--- config.mk ---
export PLATFORM = sky130hd
export DESIGN_NAME = turn_sequencer
export DESIGN_NICKNAME = d
export VERILOG_FILES = /design/src/rtl/battleship_pkg.sv /design/src/rtl/turn_timer.sv /design/src/rtl/turn_sequencer.sv
export SDC_FILE = /design/constraint.sdc
export NUM_CORES = 1
export LEC_CHECK = 0
export ABC_AREA = 1
export CORE_UTILIZATION = 40
export CTS_BUF_LIST = sky130_fd_sc_hd__clkbuf_4
export DETAILED_ROUTE_END_ITERATION = 10
export PLACE_DENSITY = 0.71
export SYNTH_ARGS = -nofsm -noshare
export SYNTH_HDL_FRONTEND = slang
export SYNTH_SLANG_ARGS = --single-unit
export TNS_END_PERCENT = 50
--- constraint.sdc ---
create_clock -name clk -period 3.3 [get_ports clk]
set_input_delay 0.495 -clock clk [delete_from_list [all_inputs] [get_ports clk]]
set_output_delay 0.495 -clock clk [all_outputs]
set_load 0.005 [all_outputs]
--- src/rtl/battleship_pkg.sv ---
// Shared Battleship encodings: game states, winner codes and default widths.
// Also used by the fire-permission and display logic.
package battleship_pkg;

  typedef enum logic [2:0] {
    ST_IDLE      = 3'd0,
    ST_P1_PLACE  = 3'd1,
    ST_P2_PLACE  = 3'd2,
    ST_P1_TURN   = 3'd3,
    ST_P2_TURN   = 3'd4,
    ST_RESOLVE   = 3'd5,
    ST_GAME_OVER = 3'd6
  } state_e;

  localparam logic [1:0] WINNER_NONE = 2'b00;
  localparam logic [1:0] WINNER_P1   = 2'b01;
  localparam logic [1:0] WINNER_P2   = 2'b10;

  localparam int DEF_COORD_W      = 6;
  localparam int DEF_CNT_W        = 5;
  localparam int DEF_HITS_TO_WIN  = 17;
  localparam int DEF_TURN_TIMEOUT = 1000000;

  function automatic logic is_turn(input state_e s);
    return (s == ST_P1_TURN) || (s == ST_P2_TURN);
  endfunction

endpackage

--- src/rtl/turn_timer.sv ---
// Idle-cycle counter for one turn: o_expire is high on the last allowed cycle.
module turn_timer #(
  parameter int TURN_TIMEOUT = 1000000
) (
  input  logic clk,
  input  logic reset,
  input  logic i_clear,
  input  logic i_enable,
  output logic o_expire
);

  localparam int CW = $clog2(TURN_TIMEOUT);
  localparam logic [CW-1:0] LAST = CW'(TURN_TIMEOUT - 1);

  logic [CW-1:0] r_count;

  assign o_expire = i_enable && (r_count == LAST);

  always_ff @(posedge clk or negedge reset) begin
    if (!reset) begin
      r_count <= '0;
    end else if (i_clear) begin
      r_count <= '0;
    end else if (i_enable && !o_expire) begin
      r_count <= r_count + CW'(1);
    end
  end

endmodule

--- src/rtl/turn_sequencer.sv ---
// Battleship game-phase controller: placement, alternating single shots, hit counting, winner.
// Optional turn forfeit timer is built only when TURN_TIMEOUT_EN is defined.
module turn_sequencer
  import battleship_pkg::*;
#(
  parameter int COORD_W      = DEF_COORD_W,
  parameter int CNT_W        = DEF_CNT_W,
  parameter int HITS_TO_WIN  = DEF_HITS_TO_WIN,
  parameter int TURN_TIMEOUT = DEF_TURN_TIMEOUT
) (
  input  logic               clk,
  input  logic               reset,
  input  logic               start,
  input  logic               p1_place_done,
  input  logic               p2_place_done,
  input  logic               p1_fire_req,
  input  logic               p2_fire_req,
  input  logic [COORD_W-1:0] p1_coord,
  input  logic [COORD_W-1:0] p2_coord,
  input  logic               result_valid,
  input  logic               result_hit,
  output logic [2:0]         state,
  output logic               shot_valid,
  output logic               shot_player,
  output logic [COORD_W-1:0] shot_coord,
  output logic [CNT_W-1:0]   p1_hits,
  output logic [CNT_W-1:0]   p2_hits,
  output logic [1:0]         winner,
  output logic               turn_timeout
);

  localparam logic [CNT_W-1:0] WIN_CNT = CNT_W'(HITS_TO_WIN);

  // Empty marker block: only elaborates for an illegal parameter set.
  if (TURN_TIMEOUT < 2 || HITS_TO_WIN >= (1 << CNT_W)) begin : g_bad_params
  end

  state_e             r_state, w_next_state;
  logic               r_owner;
  logic               r_shot_valid, r_shot_player;
  logic [COORD_W-1:0] r_shot_coord;
  logic [CNT_W-1:0]   r_p1_hits, r_p2_hits;
  logic [1:0]         r_winner;

  logic               w_fire, w_fire_player, w_clear_scores, w_score, w_win, w_expire;
  logic [COORD_W-1:0] w_fire_coord;
  logic [CNT_W-1:0]   w_owner_hits, w_owner_inc;

  always_comb begin
    w_next_state   = r_state;
    w_fire         = 1'b0;
    w_fire_player  = 1'b0;
    w_fire_coord   = '0;
    w_clear_scores = 1'b0;
    w_score        = 1'b0;
    w_win          = 1'b0;
    w_owner_hits   = r_owner ? r_p2_hits : r_p1_hits;
    w_owner_inc    = (w_owner_hits < WIN_CNT) ? w_owner_hits + CNT_W'(1) : w_owner_hits;

    case (r_state)
      ST_IDLE, ST_GAME_OVER: begin
        if (start) begin
          w_next_state   = ST_P1_PLACE;
          w_clear_scores = 1'b1;
        end
      end
      ST_P1_PLACE: if (p1_place_done) w_next_state = ST_P2_PLACE;
      ST_P2_PLACE: if (p2_place_done) w_next_state = ST_P1_TURN;
      // Only the owner's request counts; a request on the expiry cycle beats the forfeit.
      ST_P1_TURN: begin
        if (p1_fire_req) begin
          w_fire       = 1'b1;
          w_fire_coord = p1_coord;
          w_next_state = ST_RESOLVE;
        end else if (w_expire) begin
          w_next_state = ST_P2_TURN;
        end
      end
      ST_P2_TURN: begin
        if (p2_fire_req) begin
          w_fire        = 1'b1;
          w_fire_player = 1'b1;
          w_fire_coord  = p2_coord;
          w_next_state  = ST_RESOLVE;
        end else if (w_expire) begin
          w_next_state = ST_P1_TURN;
        end
      end
      ST_RESOLVE: begin
        if (result_valid) begin
          w_score = result_hit;
          w_win   = result_hit && (w_owner_inc == WIN_CNT);
          if (w_win)        w_next_state = ST_GAME_OVER;
          else if (r_owner) w_next_state = ST_P1_TURN;
          else              w_next_state = ST_P2_TURN;
        end
      end
      default: w_next_state = ST_IDLE;
    endcase
  end

  always_ff @(posedge clk or negedge reset) begin
    if (!reset) begin
      r_state       <= ST_IDLE;
      r_owner       <= 1'b0;
      r_shot_valid  <= 1'b0;
      r_shot_player <= 1'b0;
      r_shot_coord  <= '0;
      r_p1_hits     <= '0;
      r_p2_hits     <= '0;
      r_winner      <= WINNER_NONE;
    end else begin
      r_state      <= w_next_state;
      r_shot_valid <= w_fire;
      if (w_fire) begin
        r_owner       <= w_fire_player;
        r_shot_player <= w_fire_player;
        r_shot_coord  <= w_fire_coord;
      end
      if (w_clear_scores) begin
        r_p1_hits <= '0;
        r_p2_hits <= '0;
        r_winner  <= WINNER_NONE;
      end else if (w_score) begin
        if (r_owner) r_p2_hits <= w_owner_inc;
        else         r_p1_hits <= w_owner_inc;
        if (w_win) r_winner <= r_owner ? WINNER_P2 : WINNER_P1;
      end
    end
  end

`ifdef TURN_TIMEOUT_EN
  logic r_turn_timeout;
  logic w_timer_clear, w_in_turn;

  assign w_in_turn     = is_turn(r_state);
  assign w_timer_clear = is_turn(w_next_state) && (w_next_state != r_state);

  turn_timer #(
    .TURN_TIMEOUT(TURN_TIMEOUT)
  ) u_turn_timer (
    .clk     (clk),
    .reset   (reset),
    .i_clear (w_timer_clear),
    .i_enable(w_in_turn),
    .o_expire(w_expire)
  );

  always_ff @(posedge clk or negedge reset) begin
    if (!reset) r_turn_timeout <= 1'b0;
    else        r_turn_timeout <= w_expire && !w_fire;
  end

  assign turn_timeout = r_turn_timeout;
`else
  assign w_expire     = 1'b0;
  assign turn_timeout = 1'b0;
`endif

  assign state       = r_state;
  assign shot_valid  = r_shot_valid;
  assign shot_player = r_shot_player;
  assign shot_coord  = r_shot_coord;
  assign p1_hits     = r_p1_hits;
  assign p2_hits     = r_p2_hits;
  assign winner      = r_winner;

endmodule

# After elaboration in Yosys (flattened, before gate mapping)
# Cells that the tools add are included.
# totals
output_inout_bits,24
ramBits,0
romBits,0
wordCells,67
inputBits,21
mem_count,0
reg_bits,23
latchBits,0
# classes
addsub,1
reduce_logical,10
n_bitwise,0
shifts,0
n_lt_le_gt_ge,1
multipliers,0
mux,34
n_eq_ne,14
n_div,0
# op_table
cell,n
$mux 5,8
$mux 3,8
$pmux 3 s6,1
$mux 6,2
$ne 2x2->1 const B,6
$pmux 6 s2,1
$eq 3x3->1 const B,3
$mux 1,9
$mux 2,4
$eq 3x2->1 const B,2
$reduce_and 2->1,3
$reduce_and 6->1,1
$reduce_bool 2->1,3
$add 5x1->5 const B,1
$eq 5x5->1 const B,1
$lt 5x5->1 const B,1
$eq 3x1->1 const B,1
$logic_not 3->1,1
$ne 2x1->1 const B,1
$pmux 1 s2,1
$reduce_or 2->1,1
$logic_and 1x1->1,1

# Longest topological paths before layout
# depth
word_depth,10
ltp_mapped,16
depth_no_buf,15

# Least setup slack after synthesis
# Ideal clock, no wire load.
# synth_path
path_kind,reg-to-reg
startpoint,"register, netlist name shot_player"
endpoint,"register r_state[0], in the netlist state[0]"
slack_ns,1.587
setup_ns,0.117
period_less_slack_ns,1.713
path_buffers,1
path_stages_with_launch,14
arrival_time_ns,1.595
required_time_ns,3.183
path_cell_list,dfrtp_1 buf_6 nand2_1 nand2_4 ha_1 xor2_1 nand2_1 nand2_1 nor2_2 nand3_2 nand2_2 nand2_1 nand3_1 nand2_1
# synth_rtl
element,line_no,rtl
to (signal assigned),turn_sequencer.sv:113,r_state <= w_next_state;
to (decl),turn_sequencer.sv:38,"state_e r_state, w_next_state;"

# Worst setup path after layout
# layout_path
startpoint,"register r_state[2], in the netlist state[2]"
endpoint,output state[2]
# layout_rtl
element,line_no,rtl
to (decl),turn_sequencer.sv:22,"output logic [2:0] state,"
# No word-level cell between the ends.

==> flow_metrics.env <==
export IMPL_crit_path_start_kind="flip-flop"
export IMPL_grtUsageTotal_pct=18.6
export IMPL_drtPass1Iterations=4
export IMPL_rr_worst_depth=14
export IMPL_hp_start="shot_coord[5]"
export IMPL_syn_nets=214
export IMPL_r2r_slack_ns=1.32
export IMPL_cts_buffers=3
export IMPL_wirelength_um=3260
export IMPL_setup_violations=0
export IMPL_coreArea_mm2=0.00336
export IMPL_postCtsSetupRepairBufs=0
export IMPL_cp_cell_sequence="clkdlybuf4s50_1"
export IMPL_hp_class="flip-flop to flip-flop"
export IMPL_stdcell_count=281
export IMPL_cp_required_ns=2.80
export IMPL_synth_top_area_share_pct=40.4
export IMPL_path_depth=1
export IMPL_clock_skew_ns=0.00783
export IMPL_grt_pass1_wl_um=5130
export IMPL_vias=1361
export IMPL_critPathKind="flip-flop to output port"
export IMPL_antenna_found_initial=0
export IMPL_routedWlPerCell_um=11.6
export IMPL_overflow=0
export IMPL_fp_dieArea_mm2=0.00381
export IMPL_clkTransAtPathRegs_ns=0.13
export IMPL_drive_gt1_share_pct=11.9
export IMPL_ys_seq_area_share_pct=40.4
export IMPL_clock_fmax_mhz=481
export IMPL_final_common_cell="nand2_1"
export IMPL_setup_tns_ns=0
export IMPL_maxCapViolations=0
export IMPL_die_w_um=61.7
export IMPL_ctsLongestPathBuffers=2
export IMPL_cts_tree="done"
export IMPL_syn_cell_area_mm2=0.00143
export IMPL_clk_latency_ns=0.32
export IMPL_slowest_stage="dfrtp_1"
export IMPL_r2r_start="shot_player"
export IMPL_grt_max_degree=24
export IMPL_cpLargestDelayFamily="flip-flops"
export IMPL_diodes=0
export IMPL_max_vdd_ir_drop_v=0.000401
export IMPL_power_density_mw_per_mm2=888
export IMPL_gp_congestion=0.916
export IMPL_io_pins=45
export IMPL_final_max_slew_viol_count=0
export IMPL_root_buffer="clkbuf_4"
export IMPL_hold_path_endpoint="shot_coord[5]"
export IMPL_cts_max_level=1
export IMPL_die_h_um=61.7
export IMPL_synth_edf_count=0
export IMPL_hpwl_um=2490
export IMPL_avgSynthCellArea_um2=7.42
export IMPL_holdPathStages=2
export IMPL_port_buffers=43
export IMPL_holdBufCountCts=0
export IMPL_syn_to_final_growth_pct=34.7
export IMPL_rsz0062_at_grt="false"
export IMPL_cts_sinks=23
export IMPL_ys_types=26
export IMPL_cp_num_buf_inv=1
export IMPL_rows=21
export IMPL_synthTopCellsByArea="dfrtp_1, nand2_1, nand3_1"
export IMPL_place_inst=277
export IMPL_async_flop_share_pct=100
export IMPL_layout_common_cells="nand2_1, clkdlybuf4s50_1, dfrtp_1"
export IMPL_status="finished clean"
export IMPL_start_util_pct=42.4
export IMPL_nets=258
export IMPL_drc=0
export IMPL_hold_violations=0
export IMPL_yosys_warnings=0
export IMPL_ys_ff_latch=23
export IMPL_p_leak_nw=0.951
export IMPL_viasPerCell=4.84
export IMPL_worstPathArrival_ns=1.58
export IMPL_cpPeakStageDelay_ns=0.67
export IMPL_min_period_over_period_pct=63.0
export IMPL_drt_iter0_drc=36
export IMPL_postRouteAntennaNets=0
export IMPL_grt_pass1_vias=1142
export IMPL_synth_cells=192
export IMPL_cts_resized=0
export IMPL_reg2reg_to="state[2]"
export IMPL_fin_crit_ns=2.08
export IMPL_synth_flop_cell="dfrtp_1"
export IMPL_cp_end_kind="output port"
export IMPL_yosysTopAreaCell="dfrtp_1"
export IMPL_path_max_fanout=15
-- cells in the mapped netlist, types with 2 or more instances --
master and count:
a21oi_1 3, clkbuf_1 2, dfrtp_1 23, inv_1 20, nand2_1 72, nand2_2 6
nand2_4 7, nand3_1 16, nand3_2 2, nand4_1 8, nor2_1 4, nor2_4 4
o21ai_0 6, o21ai_1 6, o22ai_1 2
-- layout make-up --
type	instances	area, µm²
Clock buffer	4	30.0
Sequential cell	23	576
Fill cell	346	1440
Inverter	22	90.1
Multi-Input combinational cell	142	728
Timing Repair Buffer	44	438
Tap cell	46	57.6
-- power breakdown --
part / total [W] / switching, W / internal, W
sequential: 0.000531 / 0.000134 / 0.000397
clock: 0.000145 / 0.0000893 / 0.0000555
combinational: 0.00103 / 0.000557 / 0.000471
total: 0.00170 / 0.000780 / 0.000924
-- how the worst max path moves through the flow --
| stage | from | to | slack [ns] |
|---|---|---|---|
| floorplan | shot_player | state[0] | 1.59 |
| finish | state[2] | state[2] | 1.22 |
| global route | shot_player | shot_player | 1.14 |
| global placement | shot_player | state[2] | 1.32 |
| detailed placement | shot_player | state[2] | 1.31 |
| CTS | shot_player | shot_player | 1.21 |
-- registers in the layout (all words and copies together) (netlist names) --
signal       count
state            3
shot_coord       6
shot_valid       1
p1_hits          5
shot_player      1
winner           2
p2_hits          5
-- metal layers --
| layer | global-route usage, % | share of wire (%) | up-vias |
|---|---|---|---|
| met5 | 0 | 0 | - |
| met4 | 6.67 | 1.5 | 0 |
| met3 | 2.69 | 4.2 | 5 |
| met2 | 29.5 | 46 | 36 |
| met1 | 26.0 | 48 | 614 |
| li1 | - | - | 706 |
-- through the flow --
| stage | instance area (µm²) | hold slack [ns] | worst slack [ns] | power, W | util, % |
|---|---|---|---|---|---|
| after CTS | 1920 | 0.502 | 1.21 | 0.00172 | 57.1 |
| after global routing | 1920 | 0.526 | 1.14 | 0.00188 | 57.1 |
| after global placement | 1890 | 0.464 | 1.32 | 0.00155 | 56.2 |
| after detailed placement | 1890 | 0.471 | 1.31 | 0.00157 | 56.2 |
| final | 1920 | 0.497 | 1.22 | 0.00170 | 57.1 |
| after floorplan | 1430 | 0.199 | 1.59 | 0.00120 | - |
-- logic make-up after synthesis --
family                     synth area share [%]
xor gates and xnor gates                  0.615
DFF                                        40.4
and+or+nand+nor                            42.8
AOI/OAI and AO/OA                          6.58
buffers and inverters                      8.52
adders and majority gates                 0.878
other                                     0.263
Note: power is estimated with default switching activity, not from simulation.
==> patch 1 (same settings) <==
Change the package constant `DEF_CNT_W` from 5 to 10.
--- a/src/rtl/battleship_pkg.sv
+++ b/src/rtl/battleship_pkg.sv
@@ -19,3 +19,3 @@
   localparam int DEF_COORD_W      = 6;
-  localparam int DEF_CNT_W        = 5;
+  localparam int DEF_CNT_W        = 10;
   localparam int DEF_HITS_TO_WIN  = 17;
Interface: changed (resized p1_hits and p2_hits); port bits go from 45 to 55. The function was not compared with the original's and may differ.
==> patch 1 against the unedited design <==
Synthesized cell count increased by 36%. Worst setup slack got worse by 450 ps. Register-to-register slack got worse by 540 ps. Power rose by 24%. Critical path type is now reg -> reg. Die area up 32%. Cell area rose by 31%. Area after synthesis is 34% higher. Routed wire length is 31% higher. Largest power group unchanged. Global-route usage barely moved. Sequential cell count is 10 higher.
==> patch 1: results (changes against the unedited design) <==
| Metric | Value |
|---|---|
| Number of global-route vias before repair | 1716 (was 1142) |
| Synthesized net count | 285 (was 214) |
| Hold Path Origin | shot_coord[3] (was shot_coord[5]) |
| Most area-consuming cells after synthesis | sky130_fd_sc_hd__dfrtp_1 (43%), sky130_fd_sc_hd__nand2_1 (18%), sky130_fd_sc_hd__inv_1 (7.3%), sky130_fd_sc_hd__nand3_1 (4.5%), sky130_fd_sc_hd__o21ai_0 (4.5%) (was sky130_fd_sc_hd__dfrtp_1 (40%), sky130_fd_sc_hd__nand2_1 (19%), sky130_fd_sc_hd__nand3_1 (5.6%), sky130_fd_sc_hd__nand2_4 (5.5%), sky130_fd_sc_hd__inv_1 (5.3%)) |
| Total clock buffers created by CTS | 5 (was 3) |
| End point of the worst hold path | shot_coord[3] (was shot_coord[5]) |
| Overall fraction of global-route tracks in use | 0.187 (was 0.186) |
| Worst Path Max Fanout | 18 (was 15) |
| Number of library cell types mapped by synthesis | 29 (was 26) |
| Average routed wire per standard cell | 11.6 µm (about the same) |
| Critical path type | reg -> reg (was reg -> out) |
| Drt via density | 4.77 (was 4.84) |
| Estimated wirelength of the detail-placed design | 3240 µm (was 2490 µm) |
| Share of final-layout standard cells stronger than drive strength 1 | 0.0755 (was 0.119) |
| Reported clock group power | 215 µW (was 145 µW) |
| Power in sequential cells | 712 µW (was 531 µW) |
| Worst reg2reg path depth | 17 (was 14) |
| Clock slew at the register clock pins of the worst setup and hold paths | 90 ps (was 130 ps) |
| Number of filler instances in the final layout | 428 (was 346) |
| CP peak stage delay | 790 ps (was 670 ps) |
| Final layout net count | 341 (was 258) |
| Maximum clock skew at final layout | 6.01 ps (was 7.83 ps) |
| Switch Pwr | 913 µW (was 780 µW) |
| Cell family contributing the most delay on the critical path | simple AND/OR/NAND/NOR gates (was flip-flops) |
| Internal Dissipation | 1.19 mW (was 924 µW) |
| Worst supply voltage drop on vdd | 374 µV (was 401 µV) |
| Port Buffer Count | 53 (was 43) |
| Register-to-Register Setup Slack | 780 ps (was 1320 ps) |
| Worst flop-to-flop path endpoint | state[2] (unchanged) |
| Maximum number of pins on one net before global-route repair | 34 (was 24) |
| Post-synthesis sequential area ratio | 0.434 (was 0.404) |
| Weighted congestion reported at the end of routability-driven placement | 0.908 (was 0.916) |
| Total cell area at the placement stage | 2460 µm² (was 1890 µm²) |
| Run status | completed (unchanged) |
| Top cells by count, synth | sky130_fd_sc_hd__nand2_1 (92), sky130_fd_sc_hd__inv_1 (37), sky130_fd_sc_hd__dfrtp_1 (33) (was sky130_fd_sc_hd__nand2_1 (72), sky130_fd_sc_hd__dfrtp_1 (23), sky130_fd_sc_hd__inv_1 (20)) |
| Wire length of the first global-routing pass | 7490 µm (was 5130 µm) |
| Post-Route Hold Slack | 487 ps (was 497 ps) |
| Cells on Worst Hold Path | 2 (unchanged) |
| H-Tree Level Count | 2 (was 1) |
| Number of search-and-repair iterations in the first detailed-routing pass | 6 (was 4) |
| Initial DRC Count | 101 (was 36) |
| Leak | 1.22 nW (was 0.951 nW) |
[patch 1: cell types whose count changed after synthesis, sizes merged, moves of 2 or more]
cell	before	now
a21oi	3	5
inv	22	38
o21ai	12	25
nand4	8	3
dfrtp	23	33
nand2	85	101
nor2	9	16
nor3	0	3
a22oi	0	5
[patch 1: kinds of logic after synthesis]
group / Yosys count / share of synthesized area
simple gates: 141 / 0.325
buf+inv: 46 / 0.110
compound gates: 38 / 0.112
flops: 33 / 0.434
fa+ha+maj: 2 / 0.0131
xor+xnor: 1 / 0.00460
other cells: 1 / 0.00197
[patch 1: area by class of cell]
cell class / instances / area [µm²] / share of cell area
multi-input cells: 183 / 868 / 0.346
flip-flops and latches: 33 / 826 / 0.329
repair buffers: 56 / 553 / 0.220
inverters: 39 / 148 / 0.0589
well taps: 52 / 65.1 / 0.0259
clock buffers: 6 / 45.0 / 0.0180
clock inverters: 1 / 3.75 / 0.00150
[patch 1: worst max path at each step]
stage,cells after the start,end,slack (ps)
3_3_place_gp,17,state[2],780
2_1_floorplan,17,state[0],1260
5_1_grt,17,state[2],380
6_report,17,state[2],780
4_1_cts,17,state[2],760
3_5_place_dp,17,state[2],780
[patch 1: per-layer routing]
| layer | up-vias | global-route usage | part of all wire |
|---|---|---|---|
| li1 | 928 | - | - |
| met1 | 780 | 0.251 | 0.48 |
| met2 | 54 | 0.312 | 0.46 |
| met3 | 4 | 0.0313 | 0.060 |
| met4 | 0 | 0.0533 | 0.0058 |
| met5 | - | 0 | 0 |
[patch 1: per-stage QoR]
step | cells | setup slack, ps | util
6_report | 370 | 776 | 0.561
4_1_cts | 370 | 760 | 0.561
5_1_grt | 370 | 380 | 0.561
3_3_place_gp | 363 | 783 | 0.550
3_5_place_dp | 363 | 781 | 0.550
2_1_floorplan | 262 | 1260 | -
==> patch 2 (config.mk and constraints unchanged) <==
Without the edit above. Remove the register `r_shot_valid`: a continuous assignment takes its place, so the output `shot_valid` follows one clock earlier.
--- a/src/rtl/turn_sequencer.sv
+++ b/src/rtl/turn_sequencer.sv
@@ -105,3 +105,2 @@
       r_owner       <= 1'b0;
-      r_shot_valid  <= 1'b0;
       r_shot_player <= 1'b0;
@@ -113,3 +112,2 @@
       r_state      <= w_next_state;
-      r_shot_valid <= w_fire;
       if (w_fire) begin
@@ -130,2 +128,4 @@
   end
+
+  assign r_shot_valid = w_fire;
 
Formal check against the unedited RTL: not equivalent (a bounded check fails within 4 cycles, from zero or initial values and one cycle with reset low).
==> patch 2 against the unedited design <==
Clock power fell by 16%. Global-route usage up 0.29 points. Sequential cell count decreased by 1. Count of clock-buffer cells in the layout is 1 lower. Cell area is 4.2% lower. Area after synthesis is 5.1% lower. Core utilization increased by 1.7 points. Non-clock buffer count down 1. Sequential share of layout area about the same. Power fell by 6.0%. Routed wire length is 7.0% lower. Worst setup slack got worse by 460 ps. Final cell count fell by 1.4%. Combinational power fell by 5%. Critical endpoint is now shot_valid.
==> patch 2: results (changes against the unedited design) <==
| Metric | Value |
|---|---|
| Share of final-layout standard cells stronger than drive strength 1 | 0.116 (was 0.119) |
| End point of the worst hold path | shot_coord[4] (was shot_coord[5]) |
| Number of global-route vias before repair | 1198 (was 1142) |
| Average routed wire per standard cell | 10.9 µm (was 11.6 µm) |
| Cell with the largest stage delay on the worst path | sky130_fd_sc_hd__clkdlybuf4s50_1 (was sky130_fd_sc_hd__dfrtp_1) |
| Most area-consuming cells after synthesis | sky130_fd_sc_hd__dfrtp_1 (41%), sky130_fd_sc_hd__nand2_1 (19%), sky130_fd_sc_hd__nand3_1 (7.8%), sky130_fd_sc_hd__nand2_2 (5.1%), sky130_fd_sc_hd__inv_1 (5.0%) (was sky130_fd_sc_hd__dfrtp_1 (40%), sky130_fd_sc_hd__nand2_1 (19%), sky130_fd_sc_hd__nand3_1 (5.6%), sky130_fd_sc_hd__nand2_4 (5.5%), sky130_fd_sc_hd__inv_1 (5.3%)) |
| Sum of met2 wire segment lengths after detailed routing | 1370 µm (was 1510 µm) |
| Later-pin clock latency in the skew report | 300 ps (was 320 ps) |
| Register-to-Register Setup Slack | 1210 ps (was 1320 ps) |
| Synthesized net count | 212 (was 214) |
| Arrival time worst endpoint | 2040 ps (was 1580 ps) |
| Fraction of synthesized cell area in xor and xnor cells | 0.00648 (was 0.00615) |
| Routed length on met1 | 1510 µm (was 1560 µm) |
| Wire length of the first global-routing pass | 5220 µm (was 5130 µm) |
| Number of filler instances in the final layout | 293 (was 346) |
| Worst Path Max Fanout | 8 (was 15) |
| Worst reg2reg path depth | 13 (was 14) |
| Hold Path Origin | shot_coord[4] (was shot_coord[5]) |
| Post-synthesis compound-gate area fraction | 0.0685 (was 0.0658) |
| Worst flop-to-flop path endpoint | state[0] (was state[2]) |
| Total via count after detailed routing | 1308 (was 1361) |
| Maximum number of pins on one net before global-route repair | 23 (was 24) |
| Worst supply voltage drop on vdd | 377 µV (was 401 µV) |
| Post-synthesis sequential area ratio | 0.407 (was 0.404) |
| Run status | completed (unchanged) |
## patch 2: worst max path at each step
stage / start / endpoint / slack [ps]
3_5_place_dp: p1_fire_req / shot_valid / 750
6_report: p1_fire_req / shot_valid / 760
2_1_floorplan: shot_player / state[0] / 1580
5_1_grt: state[2] / shot_valid / 570
3_3_place_gp: p1_fire_req / shot_valid / 780
4_1_cts: state[2] / shot_valid / 750
## patch 2: kinds of logic after synthesis
family                   after synthesis
AND/OR/NAND/NOR                      123
XOR/XNOR                               1
buffers and inverters                 24
other                                  1
AO/OA/AOI/OAI                         18
adder cells (fa/ha/maj)                1
flip-flops                            22
## patch 2: power breakdown
part	leakage, nW	internal, mW	switching [mW]	total (mW)
Combinational	0.618	0.454	0.528	0.982
Sequential	0.282	0.384	0.114	0.498
Clock	0.0138	0.0425	0.0794	0.122
## patch 2: cell type report
type                       instances  area (µm²)  area share
tap                               44        55.1      0.0300
clock buffer                       3        22.5      0.0123
inverter                          21        86.3      0.0470
sequential                        22         551       0.300
timing repair buffer              43         430       0.234
multi-input combinational        144         693       0.377
## patch 2: per-layer routing
metal	vias up	GRT usage
met5	-	0
met4	0	0.0498
met3	2	0.0260
met2	22	0.320
met1	600	0.250
li1	684	-
## patch 2: stage by stage
step                cell area, µm²  std cells  utilization  setup slack, ps  power [mW]
detailed placement            1820        274        0.580              755        1.49
finish                        1840        277        0.588              763        1.60
floorplan                     1350        190            -             1580        1.12
global route                  1840        277        0.588              565        1.77
CTS                           1840        277        0.588              747        1.62
global placement              1820        274        0.580              782        1.48
## patch 2: worst max-delay path: cells and delay by family
| family | cells | cell delay [ps] |
|---|---|---|
| buf+inv | 4 | 1090 |
| simple gates | 2 | 450 |
